$ cat src/rtl/wall_follower_robot.sv
// Left-hand wall-following controller for the pipe-cleaning robot.
// One registered action per cycle (front/turn/remove); halts on exit cell or watchdog.
module wall_follower_robot #(
    parameter int REMOVE_CYCLES  = 3,
    parameter int RIGHT_TURNS    = 3,
    parameter int MAX_IDLE_TURNS = 8
) (
    input  logic clock,
    input  logic reset,
    input  logic head,
    input  logic left,
    input  logic under,
    input  logic barrier,
    output logic front,
    output logic turn,
    output logic remove,
    output logic done,
    output logic stuck
);

    localparam int RTW = $clog2(RIGHT_TURNS + 1);
    localparam int RMW = $clog2(REMOVE_CYCLES + 1);
    localparam int IW  = $clog2(MAX_IDLE_TURNS + 1);

    localparam logic [RTW-1:0] ROT_LAST = RTW'(RIGHT_TURNS - 1);
    localparam logic [RMW-1:0] RM_LAST  = RMW'(REMOVE_CYCLES);
    localparam logic [IW-1:0]  IDLE_MAX = IW'(MAX_IDLE_TURNS);

    typedef enum logic [2:0] {SEARCH, FOLLOW, ROTATE, REMOVE, STOP} state_t;

    state_t          state, state_n, ret_state, ret_n;
    logic            after_left, after_left_n;
    logic [RTW-1:0]  rot_cnt, rot_n;
    logic [RMW-1:0]  rm_cnt, rm_n;
    logic [IW-1:0]   idle_cnt, idle_n;
    logic            front_n, turn_n, remove_n, done_n, stuck_n;
    logic            watchdog;

    always_ff @(posedge clock or posedge reset) begin
        if (reset) begin
            state      <= SEARCH;
            ret_state  <= SEARCH;
            after_left <= 1'b0;
            rot_cnt    <= '0;
            rm_cnt     <= '0;
            idle_cnt   <= '0;
            front      <= 1'b0;
            turn       <= 1'b0;
            remove     <= 1'b0;
            done       <= 1'b0;
            stuck      <= 1'b0;
        end else begin
            state      <= state_n;
            ret_state  <= ret_n;
            after_left <= after_left_n;
            rot_cnt    <= rot_n;
            rm_cnt     <= rm_n;
            idle_cnt   <= idle_n;
            front      <= front_n;
            turn       <= turn_n;
            remove     <= remove_n;
            done       <= done_n;
            stuck      <= stuck_n;
        end
    end

    always_comb begin
        state_n      = state;
        ret_n        = ret_state;
        after_left_n = after_left;
        rot_n        = rot_cnt;
        rm_n         = rm_cnt;
        front_n      = 1'b0;
        turn_n       = 1'b0;
        remove_n     = 1'b0;
        done_n       = done;
        stuck_n      = stuck;
        watchdog     = (idle_cnt == IDLE_MAX);

        case (state)
            SEARCH, FOLLOW: begin
                if (under) begin
                    state_n = STOP;
                    done_n  = 1'b1;
                end else if (watchdog) begin
                    state_n = STOP;
                    done_n  = 1'b1;
                    stuck_n = 1'b1;
                end else if (barrier) begin
                    state_n  = REMOVE;
                    ret_n    = state;
                    remove_n = 1'b1;
                    rm_n     = RMW'(1);
                end else if (state == FOLLOW || left) begin
                    state_n = FOLLOW;
                    if (!left && !after_left) begin
                        turn_n       = 1'b1;
                        after_left_n = 1'b1;
                    end else if (!head) begin
                        front_n      = 1'b1;
                        after_left_n = 1'b0;
                    end else begin
                        // first right-turn cycle issued here; ROTATE supplies the rest
                        turn_n       = 1'b1;
                        after_left_n = 1'b0;
                        if (RIGHT_TURNS > 1) begin
                            state_n = ROTATE;
                            rot_n   = RTW'(1);
                        end
                    end
                end else if (!head) begin
                    front_n = 1'b1;
                end else begin
                    turn_n = 1'b1;
                    if (RIGHT_TURNS > 1) begin
                        state_n = ROTATE;
                        rot_n   = RTW'(1);
                    end else begin
                        state_n = FOLLOW;
                    end
                end
            end
            ROTATE: begin
                if (watchdog) begin
                    state_n = STOP;
                    done_n  = 1'b1;
                    stuck_n = 1'b1;
                    rot_n   = '0;
                end else begin
                    turn_n = 1'b1;
                    if (rot_cnt == ROT_LAST) begin
                        state_n = FOLLOW;
                        rot_n   = '0;
                    end else begin
                        rot_n = rot_cnt + RTW'(1);
                    end
                end
            end
            REMOVE: begin
                if (watchdog) begin
                    state_n = STOP;
                    done_n  = 1'b1;
                    stuck_n = 1'b1;
                    rm_n    = '0;
                end else if (rm_cnt == RM_LAST) begin
                    // one quiet cycle so the world can update the map
                    state_n = ret_state;
                    rm_n    = '0;
                end else begin
                    remove_n = 1'b1;
                    rm_n     = rm_cnt + RMW'(1);
                end
            end
            STOP: begin
            end
            default: state_n = SEARCH;
        endcase

        if (turn_n)
            idle_n = watchdog ? idle_cnt : idle_cnt + IW'(1);
        else if (front_n || remove_n)
            idle_n = '0;
        else
            idle_n = idle_cnt;
    end

endmodule

$ cat config.mk
export PLATFORM = sky130hd
export DESIGN_NAME = wall_follower_robot
export DESIGN_NICKNAME = d
export VERILOG_FILES = /design/src/rtl/wall_follower_robot.sv
export SDC_FILE = /design/constraint.sdc
export NUM_CORES = 1
export LEC_CHECK = 0
export ABC_CLOCK_PERIOD_IN_PS = 3700
export CAP_MARGIN = 20
export CORE_MARGIN = 5
export CORE_UTILIZATION = 58
export CTS_CLUSTER_DIAMETER = 120
export DETAILED_ROUTE_END_ITERATION = 7
export PLACE_DENSITY = 0.91
export SYNTH_ARGS = -nofsm -noshare
export SYNTH_HDL_FRONTEND = slang
export SYNTH_SLANG_ARGS = --single-unit
$ cat constraint.sdc
create_clock -name clock -period 3.7 [get_ports clock]
set_clock_uncertainty 0.2 [all_clocks]
set_input_delay 1.11 -clock clock [delete_from_list [all_inputs] [get_ports clock]]
set_output_delay 1.11 -clock clock [all_outputs]
set_load 0.01 [all_outputs]
# Yosys cells after proc, flatten, opt, wreduce, memory -nomap -nowiden

Index checks and enable logic that the tools add are counted.

Word-level logic and storage cells: 111
Output and inout bits: 5
Input bits: 6
Register bits: 20

Equal/unequal tests: 16
$add $sub $neg: 3
Bitwise gates (word level): 4
Mux-type cells: 58
Reductions and logical operators: 19

Operators by type and width:

| kind                                           | count |
|---|---|
| two-way mux 2 bit                              | 15 |
| two-way mux 3 bit                              | 9 |
| two-way mux 1 bit                              | 24 |
| two-way mux 4 bit                              | 3 |
| one-hot mux 3 bit (4 select lines)             | 1 |
| AND reduction 4 bit                            | 3 |
| != test 2 bit (second input constant)          | 5 |
| AND reduction 5 bit                            | 2 |
| != test 3 bit (second input constant)          | 3 |
| one-hot mux 1 bit (2 select lines)             | 4 |
| one-hot mux 2 bit (2 select lines)             | 2 |
| nonzero test 2 bit                             | 4 |
| == test 3 x 2 -> 1 bit (second input constant) | 2 |
| != test 6 bit (second input constant)          | 1 |
| adder 2 x 1 -> 2 bit (second input constant)   | 2 |
| adder 4 x 1 -> 4 bit (second input constant)   | 1 |
| == test 2 bit (second input constant)          | 2 |
| == test 4 bit (second input constant)          | 1 |
| NOT 1 bit                                      | 4 |
| AND reduction 2 bit                            | 2 |
| OR reduction 2 bit                             | 2 |
| == test 3 x 1 -> 1 bit (second input constant) | 1 |
| == test 3 bit (second input constant)          | 1 |
| logical NOT 3 bit                              | 1 |
| other kinds (3)                                | 5 |

# Depth between registers and ports, before layout

Depth after elaboration: 11
Gate-level depth with buffers: 7
Depth with buffers taken out: 6

# Least setup slack after synthesis

Ideal clock, no wire load.

Path kind: input -> register
Start point: in left
End point: reg idle_cnt[0]
Library setup time: 0.064 ns
Data arrival time: 1.934 ns
Data required time: 3.436 ns
Buffers on the path: 0
Stages: 4
Setup slack: 1.501 ns
Cell sequence: nor3b_1 > o21a_1 > o21a_1 > mux2_2

Elaborated cells on any way between the ends: 20
Classes of those cells: eq/ne (1); mux (13); reduce/logical (6)

RTL lines:

| item                                                                 | line | source |
|---|---|---|
| start: declaration                                                   | 11   | `input logic left,` |
| logical NOT 1 bit                                                    | 96   | `if (!left && !after_left) begin` |
| logical AND 1 bit                                                    | 96   |  |
| two-way mux 1 bit                                                    | 96   |  |
| two-way mux 1 bit (*)                                                | 94   | `end else if (state == FOLLOW \|\| left) begin` |
| two-way mux 1 bit (*)                                                | 89   | `end else if (barrier) begin` |
| two-way mux 1 bit (*)                                                | 85   | `end else if (watchdog) begin` |
| two-way mux 1 bit (*)                                                | 82   | `if (under) begin` |
| one-hot mux 1 bit (2 select lines) (*)                               | 80   | `case (state)` |
| named net turn_n                                                     | 36   | `logic front_n, turn_n, remove_n, done_n, stuck_n;` |
| != test 2 bit (no source line) or nonzero test 2 bit (tied branches) | n/a  |  |
| AND reduction 2 bit (no source line)                                 | n/a  |  |
| end signal: assignment                                               | 58   | `idle_cnt <= idle_n;` |
| end: declaration                                                     | 35   | `logic [IW-1:0] idle_cnt, idle_n;` |

Mark *: on every way through the listed nets, which the timed path passes. The rest lies on a longest branch.
A chain may end at the register's enable or synchronous reset.

# Final worst setup path

Start point: in under
End point: reg idle_cnt[0]

Elaborated cells on any way between the ends: 11
Classes of those cells: eq/ne (1); mux (7); reduce/logical (3)

RTL lines:

| item                                                                 | line | source |
|---|---|---|
| start: declaration                                                   | 12   | `input logic under,` |
| two-way mux 1 bit (*)                                                | 82   |  |
| one-hot mux 1 bit (2 select lines) (*)                               | 80   |  |
| named net turn_n                                                     | 36   |  |
| != test 2 bit (no source line) or nonzero test 2 bit (tied branches) | n/a  |  |
| AND reduction 2 bit (no source line)                                 | n/a  |  |

Marked as above.

==> results.yml <==
outcome:
  status: "finished clean"
power:
  p_int_uw: 460
  ir_worst_vdd_v: 0.000362
  power_frac_seq_pct: 49.1
  power.density_nw_per_um2: 597
  leakage_nw: 0.523
  p_sw_uw: 258
  clockPowerShare_pct: 17.4
  switching_share_pct: 35.9
  p_comb_share_pct: 33.5
drt:
  wl_um: 2080
  first_iter_violations: 29
  vias_per_cell: 5.99
  vias: 832
  postRouteAntennaNets: 0
  firstDrtPassIters: 4
  drc_errors: 0
  wl_per_cell_um: 14.9
worst_setup_path:
  cp-end-kind: "register"
  path_delay_family: "buffers and inverters"
  critPathBufInv: 1
  crit_top_cell: "o21a_1"
  cp_data_arrival_time_ns: 2.57
  path_class: "primary input to register"
  required_ns: 3.75
  path_cells: "clkdlybuf4s50_1 -> nor4_2 -> o21a_1 -> o21a_1 -> mux2_2"
  cpPeakStageDelay_ns: 0.52
  ff2ff_setup_slack_ns: 1.73
  crit_path_start_kind: "primary input"
  cpMaxStageDelayCell: "clkdlybuf4s50_1"
  worstPathMaxFanout: 4
timing:
  tightest_slew_ns: 0.750
  relSlewSlack_pct: 50.0
  grt_setup_unrepaired: "no"
  max_freq_mhz: 396
  period_share_pct: 68.2
  slew_viol_final: 0
  fin_setup_tns_ns: 0
  setup_violations: 0
  hold_violations: 0
  post-route-min-period_ns: 2.53
placement:
  dp_hpwl_um: 1450
  gp_congestion: 0.835
  placed_area_um2: 1160
  portBuffers: 10
final_layout:
  num_antenna_cells: 0
  drive_gt1_share_pct: 10.5
  final_cell_mix: "dfrtp_1 (20), clkdlybuf4s50_1 (10), nand2_1 (9), inv_1 (6)"
  layout_commonest_cell: "dfrtp_1"
  multiInputGateArea_um2: 510
  fill_cells: 140
  synthToLayoutAreaGrowth_pct: 13.1
  finalNetCount: 124
  fin_area_um2: 1200
  seqCellArea_um2: 500
clock_tree:
  clk_path_buf_depth: 2
  clock_sinks: 20
  post_cts_buffers: 0
  cts_buffers: 3
  worstSkewPairLatency_ns: 0.30
  htreeDepth: 1
  postCtsResizedCells: 0
  cts_tree: "yes"
  root_buffer: "clkbuf_4"
  clk_pin_slew_ns: 0.11
  cts_hold_buf: 0
min_path:
  hold_path.class: "register to register"
global_routing:
  track_usage_pct: 18.0
  grt_max_degree: 21
  grt_pass1_wl_um: 3630
  grt_remaining_overflow: 0
  antenna_found_initial: 0
  grt_pass1_vias: 803
yosys:
  yosys_warnings: 0
  synth.area.top_cells: "dfrtp_1 (47%), ha_1 (3.5%), nand2_1 (3.2%), nand2b_1 (2.4%), nand3_1 (2.4%)"
  async_reset_ff_share_pct: 100
  synth_seq_cells: 20
  ys.flop_type: "dfrtp_1"
  synth.top_cell.area_share_pct: 47.1
  postSynthCellCount: 104
  synth_edf_count: 0
  synth.distinct_cells: 43
  syn_area_per_cell_um2: 10.2
  syn_area_um2: 1060
  synth_nets: 113
  ys_seq_area_share_pct: 47.1
  yosys.area.top_type: "dfrtp_1"
job:
  maxCapViolCount: 0
floorplanning:
  rows: 15
  coreArea_um2: 1730
  initial_utilization_pct: 61.5
  die_w_um: 52.8
  dieArea_um2: 2790
  fp.dieH_um: 52.8
  pin_count: 11
cell type report:
class                   instances  area share, %
well taps                      25           2.60
multi-input cells              74           42.5
flip-flops and latches         20           41.7
clock buffers                   4           3.02
inverters                       6           1.88
repair buffers                 10           8.33
flip-flops by register name (all words and copies together) (netlist names):
| name | flops |
|---|---|
| stuck | 1 |
| rm_cnt | 2 |
| after_left | 1 |
| turn | 1 |
| rot_cnt | 2 |
| state | 3 |
| remove | 1 |
| done | 1 |
| idle_cnt | 4 |
| front | 1 |
| ret_state | 3 |
layer usage:
layer	track usage (%)	vias up	part of all wire, %
li1	-	396	-
met1	22.7	405	46
met2	29.1	26	47
met3	3.70	5	4.8
met4	8.94	0	2.1
met5	0	-	0
through the flow:
step	setup WS (ns)	hold WS (ns)	util, %	instances	power (mW)
6_report	1.17	0.287	69.6	139	0.717
5_1_grt	1.08	0.305	69.6	139	0.775
4_1_cts	1.18	0.290	69.6	139	0.719
3_5_place_dp	0.885	0.259	67.5	135	0.594
3_3_place_gp	0.938	0.252	67.5	135	0.582
2_1_floorplan	1.50	0.253	-	104	0.530
worst paths after layout:
kind,start,to,cells after the start
worst max-delay path,under,idle_cnt[0],5
worst min-delay path,done,done,1
worst max register to register,idle_cnt[0],ret_state[0],6
worst min register to register,done,done,1
max in group asynchronous,reset,state[0],2
min in group asynchronous,reset,rm_cnt[1],2
synthesized netlist by cell type, types with 2 or more instances:
master,n
dfrtp_1,20
nand2_1,9
inv_1,6
nand3_1,5
nor2_1,5
a21oi_1,4
nand2b_1,4
ha_1,3
nand4_1,3
o21a_1,3
a22o_1,2
and2_1,2
and3b_1,2
buf_2,2
nand3b_1,2
nor3_1,2
o21ai_0,2
o21ai_1,2
o22ai_1,2
power groups by stage:
| stage | Sequential (mW) | Clock (mW) | Combinational, mW |
|---|---|---|---|
| final | 0.352 | 0.125 | 0.240 |
| after global routing | 0.362 | 0.141 | 0.272 |
| after CTS | 0.350 | 0.127 | 0.241 |
| after detailed placement | 0.355 | 0 | 0.239 |
| after global placement | 0.352 | 0 | 0.230 |
| after floorplan | 0.318 | 0 | 0.211 |
logic make-up (layout without fill, tap and decap cells):
group / count (synthesis) / count (layout) / synth area share, %
buffers and inverters: 10 / 20 / 4.83
flip-flops: 20 / 20 / 47.1
AO/OA/AOI/OAI: 26 / 26 / 17.6
adder cells (fa/ha/maj): 3 / 3 / 3.53
AND/OR/NAND/NOR: 42 / 42 / 23.7
XOR/XNOR: 1 / 1 / 0.825
multiplexers: 2 / 2 / 2.47
worst register-to-register path, delay by kind of cell (launching register included):
kind / cells / cell delay (ns)
adders and majority gates: 1 / 0.23
buffers and inverters: 1 / 0.07
and+or+nand+nor: 3 / 0.68
DFF: 1 / 0.38
muxes: 1 / 0.32
(Power assumes the default switching activity.)
